===== config.mk =====
export PLATFORM = sky130hd
export DESIGN_NAME = tabla_sweep_ctrl
export DESIGN_NICKNAME = d
export VERILOG_FILES = /design/src/rtl/tabla_sweep_ctrl.sv
export SDC_FILE = /design/constraint.sdc
export NUM_CORES = 1
export LEC_CHECK = 0
export CAP_MARGIN = 20
export CORE_MARGIN = 5
export CORE_UTILIZATION = 57
export DETAILED_ROUTE_END_ITERATION = 6
export MAX_ROUTING_LAYER = met4
export PLACE_DENSITY = 0.87
export SETUP_SLACK_MARGIN = 0.3
export SLEW_MARGIN = 10
export SYNTH_ARGS = -nofsm -noshare
export SYNTH_HDL_FRONTEND = slang
export SYNTH_SLANG_ARGS = --single-unit

===== constraint.sdc =====
create_clock -name clk -period 2.2 [get_ports clk]
set_input_delay 0.44 -clock clk [delete_from_list [all_inputs] [get_ports clk]]
set_output_delay 0.44 -clock clk [all_outputs]
set_load 0.01 [all_outputs]

===== src/rtl/tabla_sweep_ctrl.sv =====
// Sweep sequencer for the three mux-based truth-table units: drives ABC for each
// implementation in turn, captures y_in after SETTLE cycles, and reports match/agree.
module tabla_sweep_ctrl #(
  parameter int unsigned SETTLE   = 2,
  parameter logic [7:0]  EXPECTED = 8'h96
) (
  input  logic       clk,
  input  logic       rst_n,
  input  logic       start,
  input  logic       y_in,
  output logic [2:0] abc,
  output logic [1:0] impl_sel,
  output logic       busy,
  output logic       done,
  output logic [7:0] tt0,
  output logic [7:0] tt1,
  output logic [7:0] tt2,
  output logic [2:0] match,
  output logic       agree
);
  localparam int unsigned NUM_IMPL = 3;
  localparam logic [3:0]  SETTLE_C = 4'(SETTLE);

  typedef enum logic [1:0] {IDLE, RUN, DONE} state_t;

  state_t                      state_q, state_d;
  logic [2:0]                  abc_q, abc_d;
  logic [1:0]                  sel_q, sel_d;
  logic [3:0]                  cnt_q, cnt_d;
  logic [NUM_IMPL-1:0][7:0]    tt_q, tt_d;
  logic                        valid_q, valid_d;
  logic                        busy_q, busy_d;
  logic                        done_q, done_d;

  always_comb begin
    state_d = state_q;
    abc_d   = abc_q;
    sel_d   = sel_q;
    cnt_d   = cnt_q;
    tt_d    = tt_q;
    valid_d = valid_q;
    busy_d  = busy_q;
    done_d  = 1'b0;
    case (state_q)
      IDLE: if (start) begin
        abc_d   = '0;
        sel_d   = '0;
        cnt_d   = '0;
        tt_d    = '0;
        valid_d = 1'b0;
        busy_d  = 1'b1;
        state_d = RUN;
      end
      RUN: begin
        if (cnt_q < SETTLE_C) begin
          cnt_d = cnt_q + 4'd1;
        end else begin
          cnt_d = '0;
          for (int i = 0; i < NUM_IMPL; i++)
            if (sel_q == 2'(i)) tt_d[i][abc_q] = y_in;
          if (sel_q == 2'd2 && abc_q == 3'd7) begin
            // abc/impl_sel deliberately stay at (7,2) after the last point
            state_d = DONE;
            busy_d  = 1'b0;
            done_d  = 1'b1;
            valid_d = 1'b1;
          end else if (abc_q == 3'd7) begin
            abc_d = '0;
            sel_d = sel_q + 2'd1;
          end else begin
            abc_d = abc_q + 3'd1;
          end
        end
      end
      DONE:    state_d = IDLE;
      default: state_d = IDLE;
    endcase
  end

  always_ff @(posedge clk or negedge rst_n) begin
    if (!rst_n) begin
      state_q <= IDLE;
      abc_q   <= '0;
      sel_q   <= '0;
      cnt_q   <= '0;
      tt_q    <= '0;
      valid_q <= 1'b0;
      busy_q  <= 1'b0;
      done_q  <= 1'b0;
    end else begin
      state_q <= state_d;
      abc_q   <= abc_d;
      sel_q   <= sel_d;
      cnt_q   <= cnt_d;
      tt_q    <= tt_d;
      valid_q <= valid_d;
      busy_q  <= busy_d;
      done_q  <= done_d;
    end
  end

  for (genvar i = 0; i < NUM_IMPL; i++) begin : g_match
    assign match[i] = valid_q & (tt_q[i] == EXPECTED);
  end

  assign agree    = valid_q & (tt_q[0] == tt_q[1]) & (tt_q[1] == tt_q[2]);
  assign abc      = abc_q;
  assign impl_sel = sel_q;
  assign busy     = busy_q;
  assign done     = done_q;
  assign tt0      = tt_q[0];
  assign tt1      = tt_q[1];
  assign tt2      = tt_q[2];
endmodule


# Word-level counts from Yosys, hierarchy flattened
# Index checks and enable logic that the tools add are counted.
[word_totals]
register_bits = 38
latch_bits = 0
ram_bits = 0
rom_bits = 0
in_bits = 4
out_inout_bits = 35
elab_cells = 90
memories = 0
[classes]
addsub = 3
multipliers = 0
div = 0
n_lt_le_gt_ge = 3
n_eq_ne = 17
shift = 0
mux = 39
bitwise_logic = 5
reduce_logical = 13
[op_table]
columns = ["op", "n"]
rows = [
  ["24-bit 2-to-1 mux", 2],
  ["24-bit case mux with 2 select lines", 1],
  ["8-bit bitwise mux", 3],
  ["8-bit == test, second input constant", 3],
  ["8-bit 2-to-1 mux", 3],
  ["4-bit AND reduction", 5],
  ["8-bit == test", 2],
  ["2-bit inequality test, second input constant", 8],
  ["2-bit 2-to-1 mux", 7],
  ["3-bit 2-to-1 mux", 4],
  ["1-bit 2-to-1 mux", 10],
  ["4-bit 2-to-1 mux", 2],
  ["2-bit case mux with 2 select lines", 2],
  ["4-bit case mux with 2 select lines", 1],
  ["3-bit case mux with 2 select lines", 1],
  ["1-bit bitwise AND", 5],
  ["5-bit AND reduction", 1],
  ["4-bit by 1-bit adder with 4-bit output, second input constant", 1],
  ["2-bit by 1-bit == test with 1-bit output, second input constant", 2],
  ["2-bit logical NOT", 2],
  ["3-bit by 4-bit less-than comparator with 1-bit output, second input constant", 1],
  ["4-bit by 2-bit less-than comparator with 1-bit output, second input constant", 1],
  ["1-bit case mux with 2 select lines", 2],
  ["3-bit by 1-bit adder with 3-bit output, second input constant", 1],
  ["other kinds (9)", 10],
]

# Logic depth before layout (Yosys ltp)
[depth]
depth_word = 8
depth_mapped = 6
mapped_depth_nobuf = 5

# Least setup slack after synthesis
# OpenSTA, ideal clock, no wires.
[synth_path]
path_type = "reg-to-output"
start = "reg tt_q (netlist bit tt0[4])"
end = "out agree"
arrival_time_ps = 1424
required_time_ps = 1760
setup_slack_ps = 336
stages_incl_launch_ff = 4
n_path_buf = 0
path_cell_list = "dfrtp_1 > or3_1 > a222oi_1 > nor4b_2"
[synth_between]
elab_chain_len = 3
[synth_rtl]
columns = ["element", "line_no", "text"]
rows = [
  ["from (decl)", "30", "logic [NUM_IMPL-1:0][7:0] tt_q, tt_d;"],
  ["from (signal assigned)", "95", "tt_q <= tt_d;"],
  ["8-bit == test", "106", "assign agree = valid_q & (tt_q[0] == tt_q[1]) & (tt_q[1] == tt_q[2]);"],
  ["1-bit bitwise AND (2 in a row)", "106", ""],
  ["to (decl)", "19", "output logic agree"],
]
# Every way passes these cells.

# Final worst setup path
# Same ends and word-level chain as after synthesis.

==> metrics <==
Reg clk slew, reported paths=80 ps; Total GRT Usage=26.23%; Primary FF master, synth=dfrtp_1; clock sinks=38; FF-to-FF path depth=3; drt initial violations=178; Max Cap Viol=0; synthesized area=0.002323 mm²; leakage power=0.001319 µW; die width=73.85 µm; global-route wire length before repair=10490 µm; Reg2Reg Setup Slack=450 ps; WS Path Type=reg -> out; GP Congestion=0.8946; Rel. slew slack=41.15%; Final Skew=6.124 ps; Critical Path Slowest Stage Cell=dfrtp_1; final instance area=0.002965 mm²; routed vias=2140; Gate Count Post-Synth=237; Die H=73.85 µm; Yosys Warn Count=0; Syn Nets=247; count leader, synth=dfrtp_1; Die ar.=0.005453 mm²; Final Hold Viols=0; Starting Density=58.51%; Final setup viols=0; cts hold-fix bufs=0; CTS tree=built; class of the worst hold path=in -> async; layout cells sized above 1=20.69%; clk_lat worst skew=300 ps; worst-path cell chain=or3_1, a222oi_1, nor4b_2, buf_2; drt via density=6.294; Slew Viols, Final=0; std cell rows=23; global route total overflow=0; Remaining DRCs=0; final core occ=74.67%; initial antenna violation count=0; sequential share of the synthesized area=40.93%; CP Launch Type=flip-flop; vias in the first global route=2100; Critical Path AT=1760 ps; HPWL Detailed=4396 µm; io pins=39; Avg Inst Size Synth=9.804 µm²; Placement Cell Area=0.002799 mm²; top cells by area, synth=dfrtp_1, inv_1, a2111oi_0; most instantiated cells after synthesis=dfrtp_1, inv_1, nand2_1; IO buf count=38; routed length per instance=18.46 µm; Final min period=2196 ps; largest area contributor in the netlist=dfrtp_1; max incr delay on CP=380 ps; Tcrit/Tclk final=99.83%; Worst VDD drop=0.8667 mV; RR Endpoint=tt1[5]$_DFFE_PN0P_; Yosys top cell area share=40.93%; crit path from=tt0[4]$_DFFE_PN0P_; CTS root buffer=clkbuf_8; Core Footprint=0.003971 mm²; status=finished, final reports clean; Post-synth EDFFs=0; reg2reg start=state_q[0]$_DFFE_PN0P_; clock buffer depth=2; Pre-Repair DR Iteration Count=4; Final ANT Viol Nets=0; Distinct cells, synth=53; critical path capture point type=output pin; CTS buffer count=5; RSZ-0062 raised after global routing=yes; ys async rst share=100.0%; Routed WL=6276 µm; Final #Nets=299; # H-tree levels=2; crit path max fanout=2; Slew @ Worst Pin=882.2 ps; CP required=1760 ps; Power Density=1442 mW/mm²; n_diodes=0; #FFs+latches synth=38; area delta synth->final=27.63%; Fmax=0.4553 GHz; pin count of the biggest net entering global routing=39
[per-stage QoR]
| stage | cells | power, µW | worst slack, ps | hold WS (ps) | TNS, ps |
|---|---|---|---|---|---|
| detailed placement | 328 | 3519 | -128.7 | 513.7 | -128.7 |
| global route | 340 | 4564 | -82.53 | 222.7 | -82.53 |
| global placement | 328 | 3457 | -94.66 | 508.8 | -94.66 |
| finish | 340 | 4275 | 3.730 | 175.1 | 0 |
| CTS | 340 | 4199 | -18.28 | 189.6 | -18.28 |
| floorplan | 237 | 2577 | 335.9 | 144.4 | 0 |
[repair_timing]
action	CTS	global route
endpoints found under the setup margin	7	24
gates resized for setup	24	5
setup buffers	4	0
pin swaps	7	3
[cell type report]
| type | instances | area (µm²) |
|---|---|---|
| Clock inverter | 3 | 40.04 |
| Sequential cell | 38 | 957.2 |
| Multi-Input combinational cell | 160 | 1226 |
| Inverter | 24 | 90.09 |
| Clock buffer | 5 | 68.82 |
| Fill cell | 289 | 1006 |
| Timing Repair Buffer | 60 | 520.5 |
| Tap cell | 50 | 62.56 |
[cell families after synthesis]
| family | synth area share (%) |
|---|---|
| simple gates | 25.42 |
| buf+inv | 8.078 |
| compound gates | 21.43 |
| fa+ha+maj | 3.231 |
| flops | 40.93 |
| mux | 0.9154 |
[registers in the layout (all words and copies together) (netlist names)]
| name | cells |
|---|---|
| state_q | 2 |
| tt1 | 8 |
| tt2 | 8 |
| impl_sel | 2 |
| busy | 1 |
| abc | 3 |
| done | 1 |
| tt0 | 8 |
| cnt_q | 4 |
| valid_q | 1 |
[worst max path at each step]
stage	end	cells past startpoint
3_5_place_dp	agree	4
6_report	agree	4
4_1_cts	agree	4
5_1_grt	agree	4
3_3_place_gp	agree	4
2_1_floorplan	agree	3
[placed cells by master, fill, tap and decap left out, drive strengths merged, types with 4 or more instances in the layout]
cell / count
nor2: 5
or3: 6
and3: 5
inv: 24
a2111oi: 12
a211oi: 4
nor3: 10
nand2: 14
buf: 26
nand2b: 9
clkdlybuf4s50: 33
nand3: 7
nor2b: 7
clkbuf: 6
nand4: 13
ha: 6
o22ai: 12
dfrtp: 38
o211ai: 10
nor4b: 4
[critical path: cells and delay by family (launching register included)]
kind | cells | cell delay (ps)
compound gates | 1 | 290
simple gates | 2 | 620
flops | 1 | 380
buf+inv | 1 | 170
[power breakdown]
group | internal [µW] | switching [µW] | total [µW]
sequential | 963 | 305 | 1270
clock | 334 | 257 | 591
combinational | 1130 | 1280 | 2420
[layer usage]
metal | up-vias | wire length [µm] | GRT usage, %
li1 | 1003 | - | -
met1 | 1022 | 2630 | 33.16
met2 | 90 | 3026 | 39.76
met3 | 25 | 414 | 5.198
met4 | 0 | 204 | 13.48
met5 | - | 0 | -
Note: power is estimated with default switching activity, not from simulation.
